`config.mk`:
```
export PLATFORM = sky130hd
export DESIGN_NAME = mem_port_arbiter_flat
export DESIGN_NICKNAME = d
export VERILOG_FILES = /design/src/rtl/mem_port_arbiter_pkg.sv /design/src/rtl/mem_port_arbiter_if.sv /design/src/rtl/mem_port_arbiter_rr.sv /design/src/rtl/mem_port_arbiter.sv /design/src/flat_wrapper.sv
export SDC_FILE = /design/constraint.sdc
export NUM_CORES = 1
export LEC_CHECK = 0
export ABC_AREA = 1
export CELL_PAD_IN_SITES_DETAIL_PLACEMENT = 1
export CELL_PAD_IN_SITES_GLOBAL_PLACEMENT = 2
export CORE_MARGIN = 4
export CORE_UTILIZATION = 21
export DETAILED_ROUTE_END_ITERATION = 7
export PLACE_DENSITY = 0.95
export SLEW_MARGIN = 20
export SYNTH_ARGS = -nofsm -noshare
export SYNTH_HDL_FRONTEND = slang
export SYNTH_SLANG_ARGS = --single-unit
```
`constraint.sdc`:
```
create_clock -name clk -period 6.7 [get_ports clk]
set_input_delay 1.675 -clock clk [delete_from_list [all_inputs] [get_ports clk]]
set_output_delay 1.675 -clock clk [all_outputs]
set_load 0.1 [all_outputs]
```
`src/rtl/mem_port_arbiter_pkg.sv`:
```
// Shared types and helpers for the fetch/data memory port arbiter.
package mem_arb_pkg;

   typedef logic [1:0] arb_state_t;
   localparam arb_state_t IDLE  = 2'd0;
   localparam arb_state_t ISSUE = 2'd1;
   localparam arb_state_t RESP  = 2'd2;

   typedef enum logic {
      GNT_IF = 1'b0,
      GNT_DM = 1'b1
   } grant_t;

   localparam int unsigned WORD_BYTES = 4;

   // Word-aligned and the last byte inside memory; 65-bit sum so a high address cannot wrap.
   function automatic logic addr_legal(input logic [63:0] addr, input int unsigned mem_bytes);
      logic [64:0] last_byte;
      last_byte = {1'b0, addr} + 65'(WORD_BYTES - 1);
      return (addr[1:0] == 2'b00) && (last_byte < 65'(mem_bytes));
   endfunction

endpackage

```
`src/rtl/mem_port_arbiter_if.sv`:
```
// Request/response channels for fetch and data plus the memory-side bus of the arbiter.
interface mem_port_arbiter_if #(
   parameter int unsigned ADDR_W = 32
) ();

   logic              if_req_valid;
   logic              if_req_ready;
   logic [ADDR_W-1:0] if_req_addr;
   logic              if_rsp_valid;
   logic              if_rsp_ready;
   logic [31:0]       if_rsp_data;
   logic              if_rsp_err;

   logic              dm_req_valid;
   logic              dm_req_ready;
   logic              dm_req_we;
   logic [ADDR_W-1:0] dm_req_addr;
   logic [31:0]       dm_req_wdata;
   logic              dm_rsp_valid;
   logic              dm_rsp_ready;
   logic [31:0]       dm_rsp_data;
   logic              dm_rsp_err;

   logic              mem_we;
   logic [ADDR_W-1:0] mem_addr;
   logic [31:0]       mem_wdata;
   logic [31:0]       mem_rdata;

   modport slave (
      input  if_req_valid, if_req_addr, if_rsp_ready,
      input  dm_req_valid, dm_req_we, dm_req_addr, dm_req_wdata, dm_rsp_ready,
      input  mem_rdata,
      output if_req_ready, if_rsp_valid, if_rsp_data, if_rsp_err,
      output dm_req_ready, dm_rsp_valid, dm_rsp_data, dm_rsp_err,
      output mem_we, mem_addr, mem_wdata
   );

   modport master (
      output if_req_valid, if_req_addr, if_rsp_ready,
      output dm_req_valid, dm_req_we, dm_req_addr, dm_req_wdata, dm_rsp_ready,
      output mem_rdata,
      input  if_req_ready, if_rsp_valid, if_rsp_data, if_rsp_err,
      input  dm_req_ready, dm_rsp_valid, dm_rsp_data, dm_rsp_err,
      input  mem_we, mem_addr, mem_wdata
   );

endinterface

```
`src/rtl/mem_port_arbiter_rr.sv`:
```
// Two-way round-robin picker between fetch and data requesters.
module mem_arb_rr
   import mem_arb_pkg::*;
(
   input  logic   clk,
   input  logic   rst_n,
   input  logic   req_if_i,
   input  logic   req_dm_i,
   input  logic   accept_i,
   output grant_t grant_o,
   output grant_t last_grant_o
);

   grant_t last_q;

   always_comb begin
      grant_o = GNT_IF;
      if (req_if_i && req_dm_i) begin
         grant_o = (last_q == GNT_DM) ? GNT_IF : GNT_DM;
      end else if (req_dm_i) begin
         grant_o = GNT_DM;
      end
   end

   always_ff @(posedge clk or negedge rst_n) begin
      if (!rst_n) begin
         last_q <= GNT_DM;
      end else if (accept_i) begin
         last_q <= grant_o;
      end
   end

   assign last_grant_o = last_q;

endmodule

```
`src/rtl/mem_port_arbiter.sv`:
```
// Shares one synchronous-read memory between fetch and data requesters.
// Optional MEMARB_PERF_CNT_EN adds saturating grant/conflict counters.
module mem_port_arbiter
   import mem_arb_pkg::*;
#(
   parameter int unsigned MEM_BYTES = 1024,
   parameter int unsigned ADDR_W    = 32
) (
   input  logic                clk,
   input  logic                rst_n,
   mem_port_arbiter_if.slave   bus,
   output logic                busy
`ifdef MEMARB_PERF_CNT_EN
   ,
   output logic [15:0]         perf_if_grants,
   output logic [15:0]         perf_dm_grants,
   output logic [15:0]         perf_conflicts
`endif
);

   arb_state_t        state_q, state_d;
   grant_t            gnt_q;
   grant_t            grant;
   grant_t            last_grant;
   logic              we_q;
   logic              err_q;
   logic [ADDR_W-1:0] mem_addr_q;
   logic [31:0]       mem_wdata_q;

   logic              idle;
   logic              accept;
   logic              legal;
   logic [ADDR_W-1:0] sel_addr;
   logic              sel_we;
   logic [31:0]       sel_wdata;
   logic              in_resp;
   logic              rsp_hs;
   logic [31:0]       rsp_data;

   mem_arb_rr u_rr (
      .clk          (clk),
      .rst_n        (rst_n),
      .req_if_i     (bus.if_req_valid),
      .req_dm_i     (bus.dm_req_valid),
      .accept_i     (accept),
      .grant_o      (grant),
      .last_grant_o (last_grant)
   );

   assign idle      = (state_q == IDLE);
   assign accept    = idle && ((grant == GNT_IF) ? bus.if_req_valid : bus.dm_req_valid);
   assign sel_addr  = (grant == GNT_IF) ? bus.if_req_addr : bus.dm_req_addr;
   assign sel_we    = (grant == GNT_DM) && bus.dm_req_we;
   assign sel_wdata = (grant == GNT_DM) ? bus.dm_req_wdata : 32'h0;
   assign legal     = addr_legal(64'(sel_addr), MEM_BYTES);

   assign in_resp = (state_q == RESP);
   assign rsp_hs  = in_resp && ((gnt_q == GNT_IF) ? bus.if_rsp_ready : bus.dm_rsp_ready);

   always_comb begin
      state_d = state_q;
      case (state_q)
         IDLE:    if (accept) state_d = legal ? ISSUE : RESP;
         ISSUE:   state_d = RESP;
         RESP:    if (rsp_hs) state_d = IDLE;
         default: state_d = IDLE;
      endcase
   end

   // Memory-side address/data only move on legal requests so rdata stays stable through RESP.
   always_ff @(posedge clk or negedge rst_n) begin
      if (!rst_n) begin
         state_q     <= IDLE;
         gnt_q       <= GNT_DM;
         we_q        <= 1'b0;
         err_q       <= 1'b0;
         mem_addr_q  <= '0;
         mem_wdata_q <= '0;
      end else begin
         state_q <= state_d;
         if (accept) begin
            gnt_q <= grant;
            we_q  <= sel_we;
            err_q <= !legal;
            if (legal) begin
               mem_addr_q  <= sel_addr;
               mem_wdata_q <= sel_wdata;
            end
         end
      end
   end

   assign bus.if_req_ready = accept && (grant == GNT_IF);
   assign bus.dm_req_ready = accept && (grant == GNT_DM);

   assign bus.mem_we    = (state_q == ISSUE) && we_q;
   assign bus.mem_addr  = mem_addr_q;
   assign bus.mem_wdata = mem_wdata_q;

   assign rsp_data = err_q ? 32'h0 : bus.mem_rdata;

   assign bus.if_rsp_valid = in_resp && (gnt_q == GNT_IF);
   assign bus.if_rsp_data  = bus.if_rsp_valid ? rsp_data : 32'h0;
   assign bus.if_rsp_err   = bus.if_rsp_valid && err_q;
   assign bus.dm_rsp_valid = in_resp && (gnt_q == GNT_DM);
   assign bus.dm_rsp_data  = bus.dm_rsp_valid ? rsp_data : 32'h0;
   assign bus.dm_rsp_err   = bus.dm_rsp_valid && err_q;

   assign busy = !idle;

`ifdef MEMARB_PERF_CNT_EN
   logic [15:0] if_cnt_q, dm_cnt_q, cf_cnt_q;

   always_ff @(posedge clk or negedge rst_n) begin
      if (!rst_n) begin
         if_cnt_q <= '0;
         dm_cnt_q <= '0;
         cf_cnt_q <= '0;
      end else begin
         if (bus.if_req_ready && (if_cnt_q != 16'hFFFF)) if_cnt_q <= if_cnt_q + 16'd1;
         if (bus.dm_req_ready && (dm_cnt_q != 16'hFFFF)) dm_cnt_q <= dm_cnt_q + 16'd1;
         if (idle && bus.if_req_valid && bus.dm_req_valid && (cf_cnt_q != 16'hFFFF)) begin
            cf_cnt_q <= cf_cnt_q + 16'd1;
         end
      end
   end

   assign perf_if_grants = if_cnt_q;
   assign perf_dm_grants = dm_cnt_q;
   assign perf_conflicts = cf_cnt_q;
`endif

   logic unused_last_grant;
   assign unused_last_grant = (last_grant == GNT_IF);

endmodule

```
`src/flat_wrapper.sv`:
```
// flat-port wrapper written by rule: the top's interface ports become plain ports
module mem_port_arbiter_flat import mem_arb_pkg::*;
#(
   parameter int unsigned MEM_BYTES = 1024,
   parameter int unsigned ADDR_W    = 32
)
  (clk, rst_n, busy, bus_if_req_valid, bus_if_req_addr, bus_if_rsp_ready, bus_dm_req_valid, bus_dm_req_we, bus_dm_req_addr, bus_dm_req_wdata, bus_dm_rsp_ready, bus_mem_rdata, bus_if_req_ready, bus_if_rsp_valid, bus_if_rsp_data, bus_if_rsp_err, bus_dm_req_ready, bus_dm_rsp_valid, bus_dm_rsp_data, bus_dm_rsp_err, bus_mem_we, bus_mem_addr, bus_mem_wdata);
  mem_port_arbiter_if #(.ADDR_W(ADDR_W)) bus_i ();
  input  logic clk;
  input  logic rst_n;
  output logic busy;
  input wire logic [$bits(bus_i.if_req_valid)-1:0] bus_if_req_valid;
  input wire logic [$bits(bus_i.if_req_addr)-1:0] bus_if_req_addr;
  input wire logic [$bits(bus_i.if_rsp_ready)-1:0] bus_if_rsp_ready;
  input wire logic [$bits(bus_i.dm_req_valid)-1:0] bus_dm_req_valid;
  input wire logic [$bits(bus_i.dm_req_we)-1:0] bus_dm_req_we;
  input wire logic [$bits(bus_i.dm_req_addr)-1:0] bus_dm_req_addr;
  input wire logic [$bits(bus_i.dm_req_wdata)-1:0] bus_dm_req_wdata;
  input wire logic [$bits(bus_i.dm_rsp_ready)-1:0] bus_dm_rsp_ready;
  input wire logic [$bits(bus_i.mem_rdata)-1:0] bus_mem_rdata;
  output wire logic [$bits(bus_i.if_req_ready)-1:0] bus_if_req_ready;
  output wire logic [$bits(bus_i.if_rsp_valid)-1:0] bus_if_rsp_valid;
  output wire logic [$bits(bus_i.if_rsp_data)-1:0] bus_if_rsp_data;
  output wire logic [$bits(bus_i.if_rsp_err)-1:0] bus_if_rsp_err;
  output wire logic [$bits(bus_i.dm_req_ready)-1:0] bus_dm_req_ready;
  output wire logic [$bits(bus_i.dm_rsp_valid)-1:0] bus_dm_rsp_valid;
  output wire logic [$bits(bus_i.dm_rsp_data)-1:0] bus_dm_rsp_data;
  output wire logic [$bits(bus_i.dm_rsp_err)-1:0] bus_dm_rsp_err;
  output wire logic [$bits(bus_i.mem_we)-1:0] bus_mem_we;
  output wire logic [$bits(bus_i.mem_addr)-1:0] bus_mem_addr;
  output wire logic [$bits(bus_i.mem_wdata)-1:0] bus_mem_wdata;
  assign bus_i.if_req_valid = bus_if_req_valid;
  assign bus_i.if_req_addr = bus_if_req_addr;
  assign bus_i.if_rsp_ready = bus_if_rsp_ready;
  assign bus_i.dm_req_valid = bus_dm_req_valid;
  assign bus_i.dm_req_we = bus_dm_req_we;
  assign bus_i.dm_req_addr = bus_dm_req_addr;
  assign bus_i.dm_req_wdata = bus_dm_req_wdata;
  assign bus_i.dm_rsp_ready = bus_dm_rsp_ready;
  assign bus_i.mem_rdata = bus_mem_rdata;
  assign bus_if_req_ready = bus_i.if_req_ready;
  assign bus_if_rsp_valid = bus_i.if_rsp_valid;
  assign bus_if_rsp_data = bus_i.if_rsp_data;
  assign bus_if_rsp_err = bus_i.if_rsp_err;
  assign bus_dm_req_ready = bus_i.dm_req_ready;
  assign bus_dm_rsp_valid = bus_i.dm_rsp_valid;
  assign bus_dm_rsp_data = bus_i.dm_rsp_data;
  assign bus_dm_rsp_err = bus_i.dm_rsp_err;
  assign bus_mem_we = bus_i.mem_we;
  assign bus_mem_addr = bus_i.mem_addr;
  assign bus_mem_wdata = bus_i.mem_wdata;
  mem_port_arbiter #(.MEM_BYTES(MEM_BYTES), .ADDR_W(ADDR_W)) u_core (.clk(clk), .rst_n(rst_n), .bus(bus_i), .busy(busy));
endmodule
```
==> metrics.txt, run 1 <==
outcome=completed; Crit Path Max Fanout=2; Antenna Cells=0; I/O pin count=approximately 270; post_cts resized=0; FF+latch count, synth=just under 70; Fin Setup TNS=0 ps; met3 GRT Util=0.03219; CTS tree=yes; Tot Pwr=around 1700 µW; Slowest-stage cell, CP=clkdlybuf4s50_1; Vias per Instance=approximately 4.4; crit path kind=input pin to output port; core box area=around 24000 µm²; worst hold path type=flip-flop to flip-flop; Final Hold Vio Count=0; Post-CTS Setup Inserts=0; Hold Buf Count CTS=0; post-route worst setup slack=~1400 ps; final slew viol count=0; global routing's busiest layer=met2; via count=~6200; Yosys Warn Count=0; CP most frequent cell=clkdlybuf4s50_1; most frequent cells in the layout=284 x nand2_1, 267 x clkdlybuf4s50_1, 113 x inv_1, 92 x nor2_1, 67 x dfrtp_1; nets=approximately 1200; Fill cells=roughly 3000; H-tree levels=3; root buf cell=clkbuf_16; Starting Density=0.2134; Mapped Nets=slightly below 1000; crit path DAT=about 3600 ps; Placer Congestion=just over 0.8; largest net degree at the start of global routing=70; LEAKAGE=0.004079 µW; drt total wl=22.51 mm; Num Clock Sinks=69; I/O Buffers=270; RSZ-0062 raised after global routing=false; f_max=around 0.19 GHz; Clock Latency Late Sink=approximately 330 ps; buffer and inverter count on the worst path=3; hpwl dp=~18 mm; drt first pass iters=4; TritonCTS Buffers=9; final setup violation count=0; CP Data Required Time=5030 ps; fin crit share=0.7896; CP delay by family, top=buffers and inverters; Final ANT Viol Nets=0; first-pass GRT wire length=about 34 mm; Post-Syn Instances=~840; DRC violations left=0; chip width=between 150 and 200 µm; post-synthesis sequential area ratio=0.3340; Die ar.=roughly 27000 µm²; Max Cap Violations=0; max_slew headroom=0.2890; Tot GR Track Use=0.1589; DR WL/cell=~16 µm; initial antenna violation count=0; grt total ovfl=0; pre-CTS setup slack=1337 ps; clk buf depth=2; worst-path cell chain=clkdlybuf4s50_1 > inv_1 > nor3_1 > clkdlybuf4s50_1; CP startpoint kind=input pin; Max VDD drop=0.1105 mV; critical path endpoint category=output port; worst hold margin=about 470 ps; fraction of layout cells with a size suffix above 1=0.07438; Die Y=~160 µm; crit-path max cell delay=around 1200 ps; row count=57; commonest non-fill, non-tap cell in the layout=nand2_1; Tmin final=about 5300 ps; Netlist cell types=29; Pwr Density=204.7 nW/µm²; CTS clk-pin slew, worst paths=60 ps; Synth-to-Final Area Change=63.43%; mapped cell area=~5200 µm²; post-synthesis average cell area=about 6.1 µm²; skew final=roughly 6.4 ps; vias in the first global route=6280; met2 Use GR=0.2982; initial drt markers=roughly 240; Slew @ Worst Pin=1063 ps; routing usage on met1=0.1859
-- cells by family after synthesis --
family	Yosys count	share of synthesized area
compound gates	11	0.01185
flops	69	0.3340
xor+xnor	1	0.001693
buf+inv	185	0.1565
simple gates	578	0.4960
-- Yosys cell counts, drive strengths merged --
| library cell | n | area share |
|---|---|---|
| buf | 28 | 0.043 |
| o22a | 1 | 0.0017 |
| a21oi | 2 | 0.0019 |
| nor3 | 66 | 0.064 |
| or2 | 2 | 0.0024 |
| dfstp | 1 | 0.0051 |
| inv | 134 | 0.097 |
| o21ai | 7 | 0.0068 |
| nand2 | 297 | 0.22 |
| o21bai | 1 | 0.0015 |
| xnor2 | 1 | 0.0017 |
| dfrtp | 68 | 0.33 |
| clkbuf | 20 | 0.015 |
| nand4 | 46 | 0.056 |
| nand3b | 7 | 0.010 |
| nand3 | 52 | 0.051 |
| clkinv | 3 | 0.0022 |
| and2 | 2 | 0.0024 |
| nor2 | 106 | 0.088 |
-- power by group --
group	switching, µW	leakage (µW)	total [µW]	internal (µW)
sequential	8.71	0.000952	437	428
clock	199	0.000180	604	404
combinational	497	0.00295	691	194
total	705	0.00408	1730	1030
-- through the flow --
stage,cells,utilization,area [µm²]
after floorplan,844,-,5174
after global placement,1397,0.3334,8084
after detailed placement,1397,0.3334,8084
after CTS,1413,0.3487,8456
after global routing,1413,0.3487,8456
final,1413,0.3487,8456
-- sequential cells by signal (all words and copies together), names as in the netlist --
signal	flops
u_core.state_q	2
u_core.bus.mem_wdata	32
u_core.we_q	1
u_core.err_q	1
u_core.bus.mem_addr	32
u_core.gnt_q	1
-- layout make-up --
class / count / area (µm²) / area share
Timing Repair Buffer: 277 / 2773 / 0.3279
Multi-Input combinational cell: 590 / 2663 / 0.3149
Sequential cell: 69 / 1729 / 0.2045
Inverter: 137 / 514.2 / 0.06082
Tap cell: 324 / 405.4 / 0.04794
Clock buffer: 9 / 225.2 / 0.02664
Clock inverter: 7 / 146.4 / 0.01731
-- worst paths after layout --
kind	endpoint	from	depth (start not counted)	slack, ps
setup reg to reg	u_core.err_q	u_core.gnt_q	16	3080
hold / removal	u_core.bus.mem_addr[10]	u_core.bus.mem_addr[10]	2	470
max in group asynchronous	u_core.err_q	rst_n	1	4550
min in group asynchronous	u_core.bus.mem_wdata[18]	rst_n	1	1480
hold reg to reg	u_core.bus.mem_addr[10]	u_core.bus.mem_addr[10]	2	470
setup / recovery	bus_if_rsp_data[13]	bus_mem_rdata[13]	4	1410
-- worst min-delay path, delay by kind of cell, from the launching register on --
family | cells | cell delay, ps
buffers and inverters | 1 | 40
flip-flops | 1 | 340
AND/OR/NAND/NOR | 1 | 60
-- layer usage --
layer / share of wire / up-vias / routed length, µm
met5: 0 / - / 0
met4: 0.011 / 0 / 252
met3: 0.067 / 13 / 1500
met2: 0.51 / 196 / 11480
met1: 0.41 / 2873 / 9279
li1: - / 3075 / -
Note: power is estimated with default switching activity, not from simulation.
==> run 2: changes to the inputs <==
--- a/config.mk
+++ b/config.mk
@@ -9,9 +9,9 @@
 export CELL_PAD_IN_SITES_DETAIL_PLACEMENT = 1
 export CELL_PAD_IN_SITES_GLOBAL_PLACEMENT = 2
 export CORE_MARGIN = 4
-export CORE_UTILIZATION = 21
+export CORE_UTILIZATION = 19
 export DETAILED_ROUTE_END_ITERATION = 7
-export PLACE_DENSITY = 0.95
+export PLACE_DENSITY = 0.87
 export SLEW_MARGIN = 20
 export SYNTH_ARGS = -nofsm -noshare
 export SYNTH_HDL_FRONTEND = slang
==> constraint.sdc (replaced) <==
create_clock -name clk -period 5.45 [get_ports clk]
set_input_delay 1.3625 -clock clk [delete_from_list [all_inputs] [get_ports clk]]
set_output_delay 1.3625 -clock clk [all_outputs]
set_load 0.1 [all_outputs]
==> run 2 against run 1 <==
Compared with the run above: register-to-register slack worse by 1200 ps; sequential power is 22% higher; critical path type is now input pin to flip-flop; non-clock buffer count is 3 higher; clock-buffer cell count unchanged; final area is 0.44% lower; combinational power up 29%; die area is 10% higher; clock power grew 9.4%; utilization shrank 3.5 points; highest routed layer is now met5.
==> metrics.txt, run 2 (synthesis results as in run 1) <==
outcome=completed; post-route worst setup slack=878.8 ps (-530.7 ps); TritonCTS Buffers=9 (unchanged); Vias per Instance=4.299 (-1.3%); Final Hold Vio Count=0 (unchanged); final setup violation count=0 (unchanged); sequential cell area=1729 µm² (unchanged); final instance area=8418 µm² (-0.44%); placed cell areas=8088 µm² (about the same); crit-path max cell delay=600 ps (-610 ps); fin crit share=0.8388; Placed Cells=1417 (+1.4%); Slowest-stage cell, CP=buf_4; crit path kind=input pin to flip-flop; grt total ovfl=0 (unchanged); initial antenna violation count=2 (+2); LEAKAGE=0.004209 µW (+3.2%); drt first pass iters=4 (unchanged); f_max=between 0.2 and 0.25 GHz; Slew @ Worst Pin=1077 ps (+13.53 ps); critical path endpoint category=flip-flop; Hold Buf Count CTS=0 (unchanged); CP most frequent cell=nand2_1; CTS clk-pin slew, worst paths=60 ps (about the same); I/O Buffers=270 (unchanged); CP Data Required Time=5710 ps (+680 ps); Clock Latency Late Sink=330 ps (about the same); I/O pin count=271 (unchanged); DR WL/cell=15.74 µm (-1.2%); root buf cell=clkbuf_16; Die ar.=29930 µm² (+10%); Tot GR Track Use=0.1467 (-0.01220); post_cts resized=0 (unchanged); Fin Setup TNS=0 ps (unchanged); Multi-input gate area=2788 µm² (+4.7%); skew final=3.662 ps (-2.708 ps); vias in the first global route=6402 (+1.9%); final slew viol count=0 (unchanged); CTS tree=yes; Post-CTS Setup Inserts=0 (unchanged); nets=1222 (+0.25%); worst-path cell chain=clkdlybuf4s50_1 > nand2_2 > nand2_4 > buf_4 > nand2_1 > nand2_1 > nand2_1 > nor2_1 > nand2_1 > nor2_1 > nand2_1 > xnor2_1 > nand2_1 > nor2_4 > nand3_2 > buf_4 > nand2_1 > nand2_1; Max Cap Violations=0 (unchanged); Num Clock Sinks=69 (unchanged); drt total wl=22.55 mm (+0.20%); first-pass GRT wire length=35.76 mm (+4.0%); CP startpoint kind=input pin; Max VDD drop=0.1039 mV (-6.0%); max_slew headroom=0.2799 (-0.009049); Final ANT Viol Nets=0 (unchanged); most frequent cells in the layout=284 x nand2_1, 201 x clkdlybuf4s50_1, 113 x inv_1, 92 x nor2_1, 77 x buf_4; largest net degree at the start of global routing=70 (unchanged); RSZ-0062 raised after global routing=false; Crit Path Max Fanout=65 (+63); DRC violations left=0 (unchanged); via count=6161 (+0.065%); Placer Congestion=0.8625 (+3.8%); Synth-to-Final Area Change=62.71%; core box area=26880 µm² (+11%); worst hold path type=flip-flop to flip-flop; Starting Density=0.1925 (-0.02086); H-tree levels=3 (unchanged); chip width=173.0 µm (+4.9%); fin cells=1433 (+1.4%); pre-CTS setup slack=504.5 ps (-832.4 ps); Pwr Density=247.7 nW/µm² (+21%); Tmin final=4571 ps; initial drt markers=233 (-4.1%); fraction of layout cells with a size suffix above 1=0.1603 (+0.08588); row count=60 (+5.3%); Fill cells=3325 (+9.7%); hpwl dp=17.64 mm (+0.37%); Die Y=173.0 µm (+4.9%); crit path DAT=4830 ps (+1210 ps); commonest non-fill, non-tap cell in the layout=nand2_1; Antenna Cells=0 (unchanged); clk buf depth=2 (unchanged)
run 2: layout make-up:
class                      count  area share
multi-input combinational    590      0.3312
clock inverter                 7     0.01249
tap                          341     0.05068
timing repair buffer         280      0.3124
clock buffer                   9     0.02675
sequential                    69      0.2054
inverter                     137     0.06109
run 2: path summary, 6_finish.rpt:
check | slack [ps] | cells past startpoint | endpoint | start
max | 880 | 18 | u_core.bus.mem_wdata[25] | bus_if_req_valid
min | 470 | 2 | u_core.bus.mem_addr[3] | u_core.bus.mem_addr[3]
max reg2reg | 1890 | 17 | u_core.bus.mem_wdata[25] | u_core.gnt_q
min reg2reg | 470 | 2 | u_core.bus.mem_addr[3] | u_core.bus.mem_addr[3]
max in group asynchronous | 3640 | 1 | u_core.err_q | rst_n
min in group asynchronous | 1170 | 1 | u_core.bus.mem_addr[21] | rst_n
run 2: metal layers:
layer	track usage	up-vias	wire length (µm)
met3	0.03083	21	1202
met5	0	-	27
met4	0.03691	4	397
met2	0.2651	198	11140
met1	0.1775	2858	9781
li1	-	3080	-
run 2: critical path, delay by kind of cell:
kind / cells / cell delay [ps]
and+or+nand+nor: 14 / 1910
xor gates and xnor gates: 1 / 120
buffers and inverters: 3 / 1370
run 2: report_power, final:
part	leakage (µW)	switching, µW	internal (µW)
combinational	0.00310	647	242
clock	0.000159	252	409
sequential	0.000952	8.79	526
run 2: stage by stage:
| stage | power (µW) | utilization | hold slack (ps) |
|---|---|---|---|
| floorplan | 1130 | - | 489.4 |
| global placement | 1440 | 0.3009 | 451.2 |
| detailed placement | 1447 | 0.3009 | 459.0 |
| CTS | 2125 | 0.3132 | 475.1 |
| global route | 2211 | 0.3132 | 491.0 |
| finish | 2085 | 0.3132 | 469.8 |
==> run 3: changes to the inputs <==
--- a/config.mk
+++ b/config.mk
@@ -9,9 +9,9 @@
 export CELL_PAD_IN_SITES_DETAIL_PLACEMENT = 1
 export CELL_PAD_IN_SITES_GLOBAL_PLACEMENT = 2
 export CORE_MARGIN = 4
-export CORE_UTILIZATION = 19
+export CORE_UTILIZATION = 17
 export DETAILED_ROUTE_END_ITERATION = 7
-export PLACE_DENSITY = 0.87
+export PLACE_DENSITY = 0.83
 export SLEW_MARGIN = 20
 export SYNTH_ARGS = -nofsm -noshare
 export SYNTH_HDL_FRONTEND = slang
==> constraint.sdc (replaced) <==
create_clock -name clk -period 4.11 [get_ports clk]
set_input_delay 1.0275 -clock clk [delete_from_list [all_inputs] [get_ports clk]]
set_output_delay 1.0275 -clock clk [all_outputs]
set_load 0.1 [all_outputs]
==> run 3 against run 2 <==
Compared with the run above: worst hold slack got worse by 5.4 ps; sequential power is 33% higher; register-to-register slack got worse by 860 ps.
==> metrics.txt, run 3 (synthesis results as in run 1) <==
clk buf depth=2 (unchanged); Final Hold Vio Count=0 (unchanged); LEAKAGE=0.004450 µW (+5.7%); fin cells=1490 (+4.0%); crit path kind=input pin to flip-flop; via count=6198 (+0.60%); drt total wl=22.82 mm (+1.2%); Tot Pwr=2843 µW (+36%); Clock Latency Late Sink=330 ps (about the same); outcome=completed; drt first pass iters=4 (unchanged); f_max=between 0.2 and 0.3 GHz; Tot GR Track Use=0.1332 (-0.01348); Synth-to-Final Area Change=79.95%; initial drt markers=267 (+15%); chip width=182.5 µm (+5.5%); Vias per Instance=4.160 (-3.2%); worst-path cell chain=clkdlybuf4s50_1 > nand2_2 > nand2_4 > buf_12 > nand2_1 > nand2_1 > nand2_1 > nor2_1 > nand2_1 > nor2_4 > nand3_1 > nand2_1 > nand2_1 > nor2_1 > nand2_1 > nor2_4 > nand3_2 > buf_12 > and2_1; r2r startpoint=u_core.gnt_q; Post-CTS Setup Inserts=0 (unchanged); nets=1230 (+0.65%); skew final=4.196 ps (+0.5336 ps); Pwr Density=305.3 nW/µm² (+23%); row count=63 (+5.0%); most frequent cells in the layout=284 x nand2_1, 196 x clkdlybuf4s50_1, 113 x inv_1, 87 x nor2_1, 67 x dfrtp_1; RR Endpoint=u_core.err_q; fin crit share=0.9185; DR WL/cell=15.31 µm (-2.7%); root buf cell=clkbuf_16; DRC violations left=0 (unchanged); Die Y=182.5 µm (+5.5%); vias in the first global route=6444 (+0.66%); Tmin final=about 3800 ps; Slowest-stage cell, CP=clkdlybuf4s50_1; Slew @ Worst Pin=1113 ps (+36.33 ps); CP startpoint kind=input pin; max_slew headroom=0.2556 (-0.02430); CTS clk-pin slew, worst paths=60 ps (about the same); final slew viol count=0 (unchanged); final setup violation count=0 (unchanged); TritonCTS Buffers=9 (unchanged); largest net degree at the start of global routing=70 (unchanged); I/O pin count=271 (unchanged); worst r2r path cells=18 (+1); CP most frequent cell=nand2_1; Starting Density=0.1736 (-0.01887); buffer and inverter count on the worst path=3 (unchanged); hpwl dp=18.30 mm (+3.8%); Reg2Reg Setup Slack=1030 ps (-860 ps); Num Clock Sinks=69 (unchanged); Antenna Cells=0 (unchanged); Placed Cells=1474 (+4.0%); CP delay by family, top=simple AND/OR/NAND/NOR gates; crit-path max cell delay=530 ps (-70 ps); commonest non-fill, non-tap cell in the layout=nand2_1; placed cell areas=8982 µm² (+11%); final instance area=9310 µm² (+11%); CTS tree=yes; Placer Congestion=0.8410 (-2.5%); WP depth=19 (+1); crit path DAT=4000 ps (-830 ps); I/O Buffers=270 (unchanged); Crit Path Max Fanout=65 (unchanged); critical path endpoint category=flip-flop; sequential cell area=1732 µm² (+0.14%); first-pass GRT wire length=35.97 mm (+0.58%); Final ANT Viol Nets=0 (unchanged); Fin Setup TNS=0 ps (unchanged); Worst Setup SP=bus_if_req_valid; Die ar.=33290 µm² (+11%); core box area=29800 µm² (+11%); CP Data Required Time=4330 ps (-1380 ps); Multi-input gate area=3075 µm² (+10%); fraction of layout cells with a size suffix above 1=0.2118 (+0.05156); worst hold path type=flip-flop to flip-flop; Max VDD drop=0.2018 mV (+94%); H-tree levels=3 (unchanged); RSZ-0062 raised after global routing=false; Worst setup endpoint=u_core.err_q; Max Cap Violations=0 (unchanged); Util after Layout=0.3125 (-0.0007590); grt total ovfl=0 (unchanged); Fill cells=3639 (+9.4%); initial antenna violation count=0 (-2)
run 3: cell count changes in the layout (fill, tap and decap cells not counted), moves of 2 or more:
cell | previous run | this run
nor3_1 | 41 | 2
buf_4 | 77 | 50
nor2_2 | 8 | 12
clkdlybuf4s50_1 | 201 | 196
buf_12 | 2 | 42
nor2_1 | 92 | 87
nor3_4 | 0 | 12
inv_6 | 3 | 1
nor3_2 | 25 | 52
run 3: worst min path at each step:
stage | cells past startpoint | from | slack (ps) | endpoint
after floorplan | 2 | u_core.we_q | 500 | u_core.we_q
after global placement | 2 | u_core.bus.mem_addr[13] | 450 | u_core.bus.mem_addr[13]
after detailed placement | 2 | u_core.bus.mem_addr[13] | 450 | u_core.bus.mem_addr[13]
after CTS | 2 | u_core.bus.mem_addr[12] | 470 | u_core.bus.mem_addr[12]
after global routing | 2 | u_core.bus.mem_addr[13] | 490 | u_core.bus.mem_addr[13]
final | 2 | u_core.bus.mem_addr[10] | 460 | u_core.bus.mem_addr[10]
run 3: through the flow:
stage / setup slack, ps / hold WS [ps]
floorplan: -348.8 / 504.0
global placement: 17.26 / 447.9
detailed placement: -34.66 / 451.1
CTS: 320.6 / 470.7
global route: 10.45 / 494.6
finish: 334.8 / 464.4
run 3: routing by layer:
layer,global-route usage,wire (µm)
met1,0.1606,9527
met2,0.2476,11910
met3,0.02531,1107
met4,0.02432,272
met5,0,0
run 3: layout make-up:
class / count / area share
tap: 390 / 0.05241
clock inverter: 7 / 0.01048
multi-input combinational: 590 / 0.3303
timing repair buffer: 288 / 0.3414
sequential: 69 / 0.1860
clock buffer: 9 / 0.02419
inverter: 137 / 0.05523
run 3: timing repair:
action                                  in CTS  in global routing
endpoints found under the setup margin       0                  6
gates resized for setup                      0                  1
hold endpoints to repair                     0                  0
hold buffers                                 0                  0
run 3: where the power goes:
| part | leakage (µW) | total, µW | internal, µW | switching (µW) |
|---|---|---|---|---|
| Combinational | 0.00335 | 1300 | 364 | 932 |
| Clock | 0.000152 | 837 | 533 | 304 |
| Sequential | 0.000952 | 709 | 698 | 11.4 |
run 3: worst min-delay path, delay by kind of cell, from the launching register on:
kind	cells	cell delay (ps)
DFF	1	340
buffers and inverters	1	40
and+or+nand+nor	1	50
